===== config.mk =====
export PLATFORM = sky130hd
export DESIGN_NAME = index_add_ctrl
export DESIGN_NICKNAME = d
export VERILOG_FILES = /design/src/rtl/index_add_ctrl.sv
export SDC_FILE = /design/constraint.sdc
export NUM_CORES = 1
export LEC_CHECK = 0
export CAP_MARGIN = 20
export CORE_ASPECT_RATIO = 0.75
export CORE_MARGIN = 2
export CORE_UTILIZATION = 54
export DETAILED_ROUTE_END_ITERATION = 8
export PLACE_DENSITY = 0.82
export RECOVER_POWER = 100
export SYNTH_ARGS = -nofsm -noshare
export SYNTH_HDL_FRONTEND = slang
export SYNTH_SLANG_ARGS = --single-unit

===== constraint.sdc =====
create_clock -name clk -period 5.5 [get_ports clk]
set_input_delay 1.1 -clock clk [delete_from_list [all_inputs] [get_ports clk]]
set_output_delay 1.1 -clock clk [all_outputs]
set_load 0.01 [all_outputs]

===== src/rtl/index_add_ctrl.sv =====
// ---------------------------------------------------------------------------
// index_add_ctrl
//
// Request-side controller and result buffer for a pipelined WIDTH-bit index
// adder. Operand requests are accepted on a valid/ready handshake and issued
// to the adder. A tag pipeline records which adder slots carry real operands.
// Each tagged sum is captured into a small result FIFO. Downstream
// back-pressure is therefore absorbed by the FIFO, and the adder never has to
// stall. Stalling would be harmful because dropping ce clears the adder's
// valid history.
//
// Handshake semantics: a transfer happens on a rising edge where both valid
// and ready are high. The ready signals here depend only on registered state,
// so no combinational path runs from rsp_ready to req_ready.
//
// Ports:
//   clk, reset           clock; synchronous active-high reset
//   req_valid/req_ready  request handshake; req_a/req_b operands
//   adder_ce/a/b         drive the adder's ce, A and B inputs
//   adder_valid/adder_s  adder valid flag and sum outputs
//   rsp_valid/rsp_ready  response handshake; rsp_sum = (a+b) mod 2^WIDTH
//   rsp_carry            carry out of the addition (INDEX_ADD_CARRY_EN only)
//   busy                 at least one request is accepted but not yet popped
//   err                  sticky: a tagged slot emerged with adder_valid low
//
// Configuration macro: INDEX_ADD_CARRY_EN adds the rsp_carry port. It also
// builds a delay line for the A operand that is used to derive the carry.
// ---------------------------------------------------------------------------
module index_add_ctrl #(
    parameter int WIDTH   = 16,
    parameter int LATENCY = 2,
    parameter int DEPTH   = 4
) (
    input  logic             clk,
    input  logic             reset,
    input  logic             req_valid,
    output logic             req_ready,
    input  logic [WIDTH-1:0] req_a,
    input  logic [WIDTH-1:0] req_b,
    output logic             adder_ce,
    output logic [WIDTH-1:0] adder_a,
    output logic [WIDTH-1:0] adder_b,
    input  logic             adder_valid,
    input  logic [WIDTH-1:0] adder_s,
    output logic             rsp_valid,
    input  logic             rsp_ready,
    output logic [WIDTH-1:0] rsp_sum,
`ifdef INDEX_ADD_CARRY_EN
    output logic             rsp_carry,
`endif
    output logic             busy,
    output logic             err
);

    localparam int CNT_W = $clog2(DEPTH + 1);
    localparam int PTR_W = (DEPTH > 1) ? $clog2(DEPTH) : 1;
    localparam logic [CNT_W-1:0] DEPTH_C = CNT_W'(DEPTH);

    logic                 ce_q, ce_d;
    logic [CNT_W-1:0]     occ_q, occ_d;
    logic [WIDTH-1:0]     opa_q, opa_d;
    logic [WIDTH-1:0]     opb_q, opb_d;
    logic                 issue_q, issue_d;
    logic [LATENCY-1:0]   tag_q, tag_d;
    logic [WIDTH-1:0]     mem_q [DEPTH];
    logic [WIDTH-1:0]     mem_d [DEPTH];
    logic [PTR_W-1:0]     wr_ptr_q, wr_ptr_d;
    logic [PTR_W-1:0]     rd_ptr_q, rd_ptr_d;
    logic [CNT_W-1:0]     fcnt_q, fcnt_d;
    logic                 err_q, err_d;

    logic                 accept;
    logic                 pop;
    logic                 capture;

`ifdef INDEX_ADD_CARRY_EN
    logic [WIDTH-1:0]     adly_q [LATENCY];
    logic [WIDTH-1:0]     adly_d [LATENCY];
    logic                 cmem_q [DEPTH];
    logic                 cmem_d [DEPTH];
    logic                 cap_carry;
`endif

    function automatic logic [PTR_W-1:0] ptr_inc(input logic [PTR_W-1:0] p);
        return (p == PTR_W'(DEPTH - 1)) ? '0 : p + 1'b1;
    endfunction

    // Credit counts every accepted request until it is popped. This bounds
    // the in-flight count plus the FIFO fill to DEPTH, so the FIFO can never
    // overflow.
    assign req_ready = ce_q && (occ_q < DEPTH_C);
    assign accept    = req_valid && req_ready;
    assign rsp_valid = (fcnt_q != '0);
    assign pop       = rsp_valid && rsp_ready;
    assign capture   = tag_q[LATENCY-1];

    assign adder_ce  = ce_q;
    assign adder_a   = opa_q;
    assign adder_b   = opb_q;
    assign rsp_sum   = mem_q[rd_ptr_q];
    assign busy      = (occ_q != '0);
    assign err       = err_q;

`ifdef INDEX_ADD_CARRY_EN
    // The adder reduces modulo 2^WIDTH, so the sum wrapped exactly when the
    // result is smaller than an operand.
    assign cap_carry = (adder_s < adly_q[LATENCY-1]);
    assign rsp_carry = cmem_q[rd_ptr_q];
`endif

    always_comb begin
        ce_d     = 1'b1;
        occ_d    = occ_q;
        opa_d    = opa_q;
        opb_d    = opb_q;
        issue_d  = issue_q;
        tag_d    = tag_q;
        mem_d    = mem_q;
        wr_ptr_d = wr_ptr_q;
        rd_ptr_d = rd_ptr_q;
        fcnt_d   = fcnt_q;
        err_d    = err_q;

        case ({accept, pop})
            2'b10:   occ_d = occ_q + 1'b1;
            2'b01:   occ_d = occ_q - 1'b1;
            default: occ_d = occ_q;
        endcase

        if (accept) begin
            opa_d = req_a;
            opb_d = req_b;
        end

        // issue_q marks the cycle in which real operands sit on the adder
        // inputs. The adder samples them at the end of that cycle, so the tag
        // enters slot 0 one edge later. The tag then reaches slot LATENCY-1
        // in the same cycle that the matching sum is on adder_s.
        if (ce_q) begin
            issue_d = accept;
            for (int i = 1; i < LATENCY; i++) begin
                tag_d[i] = tag_q[i-1];
            end
            tag_d[0] = issue_q;
        end

        if (capture) begin
            mem_d[wr_ptr_q] = adder_s;
            wr_ptr_d        = ptr_inc(wr_ptr_q);
            err_d           = err_q | ~adder_valid;
        end

        if (pop) begin
            rd_ptr_d = ptr_inc(rd_ptr_q);
        end

        case ({capture, pop})
            2'b10:   fcnt_d = fcnt_q + 1'b1;
            2'b01:   fcnt_d = fcnt_q - 1'b1;
            default: fcnt_d = fcnt_q;
        endcase
    end

`ifdef INDEX_ADD_CARRY_EN
    always_comb begin
        adly_d = adly_q;
        cmem_d = cmem_q;
        if (ce_q) begin
            for (int i = 1; i < LATENCY; i++) begin
                adly_d[i] = adly_q[i-1];
            end
            adly_d[0] = opa_q;
        end
        if (capture) begin
            cmem_d[wr_ptr_q] = cap_carry;
        end
    end

    always_ff @(posedge clk) begin
        if (reset) begin
            for (int i = 0; i < LATENCY; i++) begin
                adly_q[i] <= '0;
            end
            for (int i = 0; i < DEPTH; i++) begin
                cmem_q[i] <= 1'b0;
            end
        end else begin
            adly_q <= adly_d;
            cmem_q <= cmem_d;
        end
    end
`endif

    always_ff @(posedge clk) begin
        if (reset) begin
            ce_q     <= 1'b0;
            occ_q    <= '0;
            opa_q    <= '0;
            opb_q    <= '0;
            issue_q  <= 1'b0;
            tag_q    <= '0;
            wr_ptr_q <= '0;
            rd_ptr_q <= '0;
            fcnt_q   <= '0;
            err_q    <= 1'b0;
            for (int i = 0; i < DEPTH; i++) begin
                mem_q[i] <= '0;
            end
        end else begin
            ce_q     <= ce_d;
            occ_q    <= occ_d;
            opa_q    <= opa_d;
            opb_q    <= opb_d;
            issue_q  <= issue_d;
            tag_q    <= tag_d;
            wr_ptr_q <= wr_ptr_d;
            rd_ptr_q <= rd_ptr_d;
            fcnt_q   <= fcnt_d;
            err_q    <= err_d;
            mem_q    <= mem_d;
        end
    end

    // A capture into a full FIFO would mean the credit accounting is broken.
    assert property (@(posedge clk) disable iff (reset)
        !(capture && (fcnt_q == DEPTH_C)));

endmodule


==> results of run 1 <==
sequential cells by signal, indices dropped and copies added, names as in the netlist:
signal    cells
issue_q       1
wr_ptr_q      2
tag_q         2
adder_b      16
occ_q         3
adder_a      16
err           1
rd_ptr_q      2
fcnt_q        3
adder_ce      1
mem_q        64
layout make-up:
cell class / count / area [sq um] / share of cell area [%]
Sequential cell: 111 / 2222 / 37.78
Clock inverter: 7 / 86.33 / 1.468
Timing Repair Buffer: 108 / 1080 / 18.36
Inverter: 13 / 56.30 / 0.9572
Clock buffer: 9 / 225.2 / 3.829
Multi-Input combinational cell: 362 / 2077 / 35.31
Tap cell: 108 / 135.1 / 2.297
logic make-up after synthesis:
group	synth area share, %
AO/OA/AOI/OAI	13.32
buffers and inverters	6.904
multiplexers	8.630
flip-flops	47.90
AND/OR/NAND/NOR	19.74
adder cells (fa/ha/maj)	2.751
XOR/XNOR	0.7550
how the worst min path moves through the flow:
stage | start | endpoint
2_1_floorplan | mem_q[31] | mem_q[31]
3_3_place_gp | mem_q[21] | mem_q[21]
3_5_place_dp | mem_q[35] | mem_q[35]
4_1_cts | mem_q[35] | mem_q[35]
5_1_grt | mem_q[56] | mem_q[56]
6_report | mem_q[59] | mem_q[59]
per-stage QoR:
| stage | utilization (%) | area (sq um) | power [mW] | setup slack, ns |
|---|---|---|---|---|
| after floorplan | - | 4639 | 0.9242 | 2.691 |
| after global placement | 66.22 | 5574 | 0.9984 | 2.054 |
| after detailed placement | 66.22 | 5574 | 1.002 | 1.974 |
| after CTS | 69.92 | 5886 | 1.666 | 1.985 |
| after global routing | 69.87 | 5882 | 1.709 | 1.262 |
| final | 69.87 | 5882 | 1.650 | 1.461 |
Yosys cell counts, drive strengths merged:
cell    number
nand2      197
dfxtp      111
a21oi      104
buf         25
mux4        16
inv         13
nor2        12
clkbuf      11
ha           7
or3          5
and2         4
mux2i        4
xor2         4
fa           2
o21ai        2
and2b        1
and3b        1
nand2b       1
nor3b        1
o31ai        1
report_power, final:
part	internal (mW)	leakage, nW	switching (mW)	total [mW]
clock network	0.364	0.150	0.308	0.672
logic	0.0761	1.09	0.0687	0.145
registers	0.820	0.899	0.0131	0.833
total	1.26	2.14	0.390	1.65
routing by layer:
metal,routed length (um),part of all wire (%),vias to the layer above
met5,0,0,-
met4,134,1.2,0
met3,897,8.2,14
met2,5326,48,135
met1,4640,42,1839
li1,-,-,1877
tightest hold or removal path: cells and delay by family, from the launching register on:
kind               cells  cell delay (ns)
and+or+nand+nor        1             0.05
DFF                    1             0.31
AOI/OAI and AO/OA      1             0.05
==> impl_metrics.csv, run 1 <==
group,metric,value,unit
sta,fmax,247.6,MHz
sta,maxSlewViolCount,44,
layout,final_cell_mix,"nand2_1 (179), dfxtp_1 (111), a21oi_1 (88), clkdlybuf4s50_1 (52), dlygate4sd3_1 (52)",
global_routing,antenna_found_initial,0,
synth,yosysSeqAreaShare,47.90,%
clock_tree,cts_root_buf,"clkbuf_16",
sta,tns,0,ns
setup_path,path_max_fanout,12,
setup_path,cp-endpoint,"rsp_sum[0]",
placed_design,port_buffers,105,
placed_design,placed_cells,701,
placed_design,gp_congestion,0.7723,
clock_tree,cts_resized,0,
setup_path,start_kind,"flip-flop",
power_and_ir_drop,leakagePower,2.136,nW
worst_hold_path,holdPathStages,2,
setup_path,endpoint_kind,"output pin",
clock_tree,cts-hold-fix-buffers,0,
sta,final-setup-viol-count,0,
setup_path,worstRegToRegCells,9,
sta,slew_headroom,-57.99,%
sta,whs,0.4551,ns
global_routing,use_met1,30.03,%
global_routing,grtUsageMet2,40.44,%
layout,fillCellCount,669,
power_and_ir_drop,power.density,280.6,mW/mm^2
synth,synth.largest_area_cell,"dfxtp_1",
clock_tree,cts_buffers,9,
clock_tree,cts_setup_buffers,0,
placed_design,hpwlAfterDp,7038,um
drt,ant_nets,0,
worst_hold_path,hold_path.class,"flip-flop to flip-flop",
clock_tree,cts_tree,"done",
setup_path,r2r-start,"adder_ce",
sta,skew,0.01171,ns
global_routing,grt.overflow.total,0,
drt,drtIter0Drc,263,
setup_path,slowest_delay,0.80,ns
drt,wirelength,11000,um
floorplanning,io_pins,106,
run,maxCapViolCount,1,
status,outcome,"finished with violations",
setup_path,arrival,2.94,ns
setup_path,critPathSlowestCell,"clkbuf_1",
layout,n_antenna_cell,0,
sta,finalHoldViolCount,0,
global_routing,grt.total_usage,23.77,%
sta,rsz0062_at_grt,"false",
global_routing,grt_max_degree,112,
synth,ys.warnings.count,0,
clock_tree,cts_max_level,3,
clock_tree,cts_buffer_depth,2,
synth,syn_area,0.004639,sq mm
drt,vias,3865,
layout,fin_nets,667,
synth,syn_nets,584,
floorplanning,die-area,0.009357,sq mm
floorplanning,start_util,55.11,%
synth,synth_top_area_share,47.90,%
status,failed_checks,"capacitance limit, slew limit",
setup_path,worst-path-buf-inv,2,
synth,synth_area_per_cell,8.888,sq um
synth,synth_area_leaders,"dfxtp_1 (48%), nand2_1 (14%), a21oi_1 (9.1%)",
synth,synth.ff_latch_count,111,
synth,yosysUniqueCellTypes,29,
drt,dr.pass1.iters,4,
global_routing,met3_usage,6.643,%
layout,final_common_cell,"nand2_1",
setup_path,cp.required,4.40,ns
setup_path,cp-startpoint,"rd_ptr_q[1]",
sta,fin_crit_sh,73.44,%
global_routing,grt_pass1_wl,17990,um
drt,routed_via_density,5.383,
setup_path,reg2reg_to,"occ_q[2]",
power_and_ir_drop,vdd_drop_max,0.1994,mV
setup_path,worstSetupPathDepth,3,
layout,drive_gt1_share,11.15,%
clock_tree,cts_sinks,111,
global_routing,grt.busiest_layer,"met2",
floorplanning,die_x,111.0,um
setup_path,worstSetupPathType,"flip-flop to output pin",
layout,final_cells,718,
drt,detail_route.wl_per_cell,15.32,um
layout,area_growth,26.78,%
synth,syn_inst,522,
clock_tree,clk_pin_slew,0.07,ns
setup_path,reg2reg_slack,2.28,ns
floorplanning,die_h,84.28,um
setup_path,worstPathCellList,"clkbuf_1 > mux4_2 > dlygate4sd3_1",
global_routing,grt_pass1_vias,3774,
floorplanning,rows,29,
setup_path,cpLargestDelayFamily,"buffers and inverters",
floorplanning,coreArea,0.008418,sq mm
sta,fin_crit,4.039,ns
drt,drc,0,
clock_tree,clock_latency,0.35,ns
sta,tightest_slew,2.370,ns
Power figures use the tool's default switching activity.
==> inputs of run 2 (changes only) <==
--- a/config.mk
+++ b/config.mk
@@ -8,9 +8,9 @@
 export CAP_MARGIN = 20
 export CORE_ASPECT_RATIO = 0.75
 export CORE_MARGIN = 2
-export CORE_UTILIZATION = 54
+export CORE_UTILIZATION = 45
 export DETAILED_ROUTE_END_ITERATION = 8
-export PLACE_DENSITY = 0.82
+export PLACE_DENSITY = 0.73
 export RECOVER_POWER = 100
 export SYNTH_ARGS = -nofsm -noshare
 export SYNTH_HDL_FRONTEND = slang
==> constraint.sdc (replaced) <==
create_clock -name clk -period 3.7 [get_ports clk]
set_input_delay 0.74 -clock clk [delete_from_list [all_inputs] [get_ports clk]]
set_output_delay 0.74 -clock clk [all_outputs]
set_load 0.01 [all_outputs]
==> impl_metrics.csv, run 2 (synthesized netlist as in run 1, its figures left out) <==
group,metric,value,unit
power_and_ir_drop,clockPowerShare,38.9,%
setup_path,reg2reg_slack,0.92,ns
power_and_ir_drop,comb_power_share,8.9,%
worst_hold_path,holdPathEnd,"adder_a[5]",
sta,fin_crit_sh,87.20,%
run,maxCapViolCount,1,
layout,area_growth,25.86,%
worst_hold_path,worstHoldStart,"adder_a[5]",
drt,routed_via_density,5.119,
placed_design,place_area,0.005632,sq mm
power_and_ir_drop,swShare,23.61,%
clock_tree,cts_sinks,111,
floorplanning,start_util,45.62,%
clock_tree,cts_buffers,9,
clock_tree,cts_root_buf,"clkbuf_16",
sta,rsz0062_at_grt,"false",
sta,fmax,310.0,MHz
global_routing,grt_pass1_wl,18070,um
drt,detail_route.wl_per_cell,14.72,um
status,failed_checks,"capacitance limit, slew limit",
setup_path,worstSetupPathType,"flip-flop to output pin",
drt,drtIter0Drc,277,
sta,tightest_slew,2.594,ns
floorplanning,die-area,0.01115,sq mm
power_and_ir_drop,power.density,405.9,mW/mm^2
global_routing,grt_max_degree,60,
layout,largest_register,"mem_q",
sta,finalHoldViolCount,0,
sta,final-setup-viol-count,0,
layout,stdcell_area,0.005839,sq mm
drt,drc,0,
power_and_ir_drop,fin_total_pwr,2.370,mW
floorplanning,die_x,121.2,um
clock_tree,cts_setup_buffers,0,
power_and_ir_drop,seq_power_share,52.2,%
layout,drive_gt1_share,9.477,%
placed_design,dp_slack,0.6745,ns
layout,final_common_cell,"nand2_1",
setup_path,r2r-start,"adder_ce",
drt,ant_nets,0,
setup_path,arrival,2.49,ns
global_routing,grt.overflow.total,0,
setup_path,endpoint_kind,"output pin",
sta,tns,0,ns
power_and_ir_drop,vdd_drop_max,0.1811,mV
global_routing,grt.total_usage,20.50,%
clock_tree,cts_buffer_depth,2,
clock_tree,cts_resized,0,
clock_tree,cts_tree,"done",
clock_tree,cts-hold-fix-buffers,0,
drt,vias,3829,
layout,n_antenna_cell,0,
placed_design,port_buffers,105,
floorplanning,coreArea,0.01017,sq mm
power_and_ir_drop,leakagePower,2.093,nW
setup_path,reg2reg_to,"occ_q[2]",
floorplanning,die_h,91.94,um
setup_path,worstRegToRegCells,8,
status,outcome,"finished with violations",
drt,dr.pass1.iters,4,
sta,maxSlewViolCount,60,
layout,fin_nets,669,
layout,largest_reg_flops,64,
setup_path,start_kind,"flip-flop",
power_and_ir_drop,p_int,1.811,mW
sta,fin_ws,0.4737,ns
placed_design,hpwlAfterDp,7301,um
layout,final_cell_mix,"nand2_1 (179), dfxtp_1 (111), a21oi_1 (102), clkdlybuf4s50_1 (61), dlygate4sd3_1 (43)",
global_routing,grt_pass1_vias,3734,
setup_path,path_max_fanout,12,
sta,skew,0.006298,ns
worst_hold_path,hold_path.class,"flip-flop to flip-flop",
clock_tree,cts_max_level,3,
clock_tree,clk_pin_slew,0.07,ns
sta,whs,0.4530,ns
setup_path,critPathSlowestCell,"dfxtp_1",
sta,slew_headroom,-72.93,%
clock_tree,clock_latency,0.35,ns
setup_path,cp.required,2.96,ns
setup_path,worst-path-buf-inv,2,
setup_path,slowest_delay,0.59,ns
setup_path,worstPathCellList,"clkbuf_2 > mux4_2 > clkdlybuf4s50_1",
power_and_ir_drop,p_sw,559.7,uW
placed_design,gp_congestion,0.7606,
floorplanning,rows,32,
global_routing,antenna_found_initial,0,
worst_hold_path,holdPathStages,2,
sta,fin_crit,3.226,ns
drt,wirelength,11010,um
floorplanning,io_pins,106,
setup_path,cpLargestDelayFamily,"buffers and inverters",
==> run 2: power by group through the flow <==
stage / logic, mW / registers (mW) / clock network (mW)
6_report: 0.211 / 1.24 / 0.923
5_1_grt: 0.230 / 1.24 / 0.998
4_1_cts: 0.229 / 1.24 / 0.945
3_5_place_dp: 0.227 / 1.27 / 0
3_3_place_gp: 0.224 / 1.26 / 0
2_1_floorplan: 0.104 / 1.27 / 0
==> run 2: final cells by class <==
cell class	instances	area, sq um
fillers	913	4330
flip-flops and latches	111	2222
multi-input cells	362	2029
repair buffers	110	1080
clock buffers	11	242.7
well taps	136	170.2
inverters	13	52.55
clock inverters	5	42.54
==> run 2: how the worst max path moves through the flow <==
stage          slack [ns]         end         from  depth (start not counted)
6_report             0.47  rsp_sum[2]  rd_ptr_q[1]                          3
5_1_grt              0.32  rsp_sum[2]  rd_ptr_q[1]                          3
4_1_cts              0.59  rsp_sum[0]  rd_ptr_q[1]                          3
3_5_place_dp         0.67    occ_q[2]    req_valid                          9
3_3_place_gp         0.80    occ_q[2]    req_valid                          9
2_1_floorplan        1.25    occ_q[2]    req_valid                         10
==> run 2: metal layers <==
layer,track usage [%],up-vias,routed length (um)
met5,0,-,0
met1,27.39,1811,5058
li1,-,1873,-
met4,7.759,0,166
met2,32.35,131,5066
met3,4.789,14,720
==> run 2: worst register-to-register path, stage by stage (launching register included) <==
cell        delay, ns
dfxtp_1          0.44
and3b_1          0.26
clkinvlp_4       0.62
ha_1             0.52
inv_1            0.08
fa_1             0.18
xor2_1           0.07
or3_1            0.32
a21oi_1          0.19
==> run 2: per-stage QoR <==
step | instances | util, %
after CTS | 748 | 58.18
final | 748 | 57.42
after floorplan | 522 | -
after global placement | 732 | 55.38
after detailed placement | 732 | 55.38
after global routing | 748 | 57.42
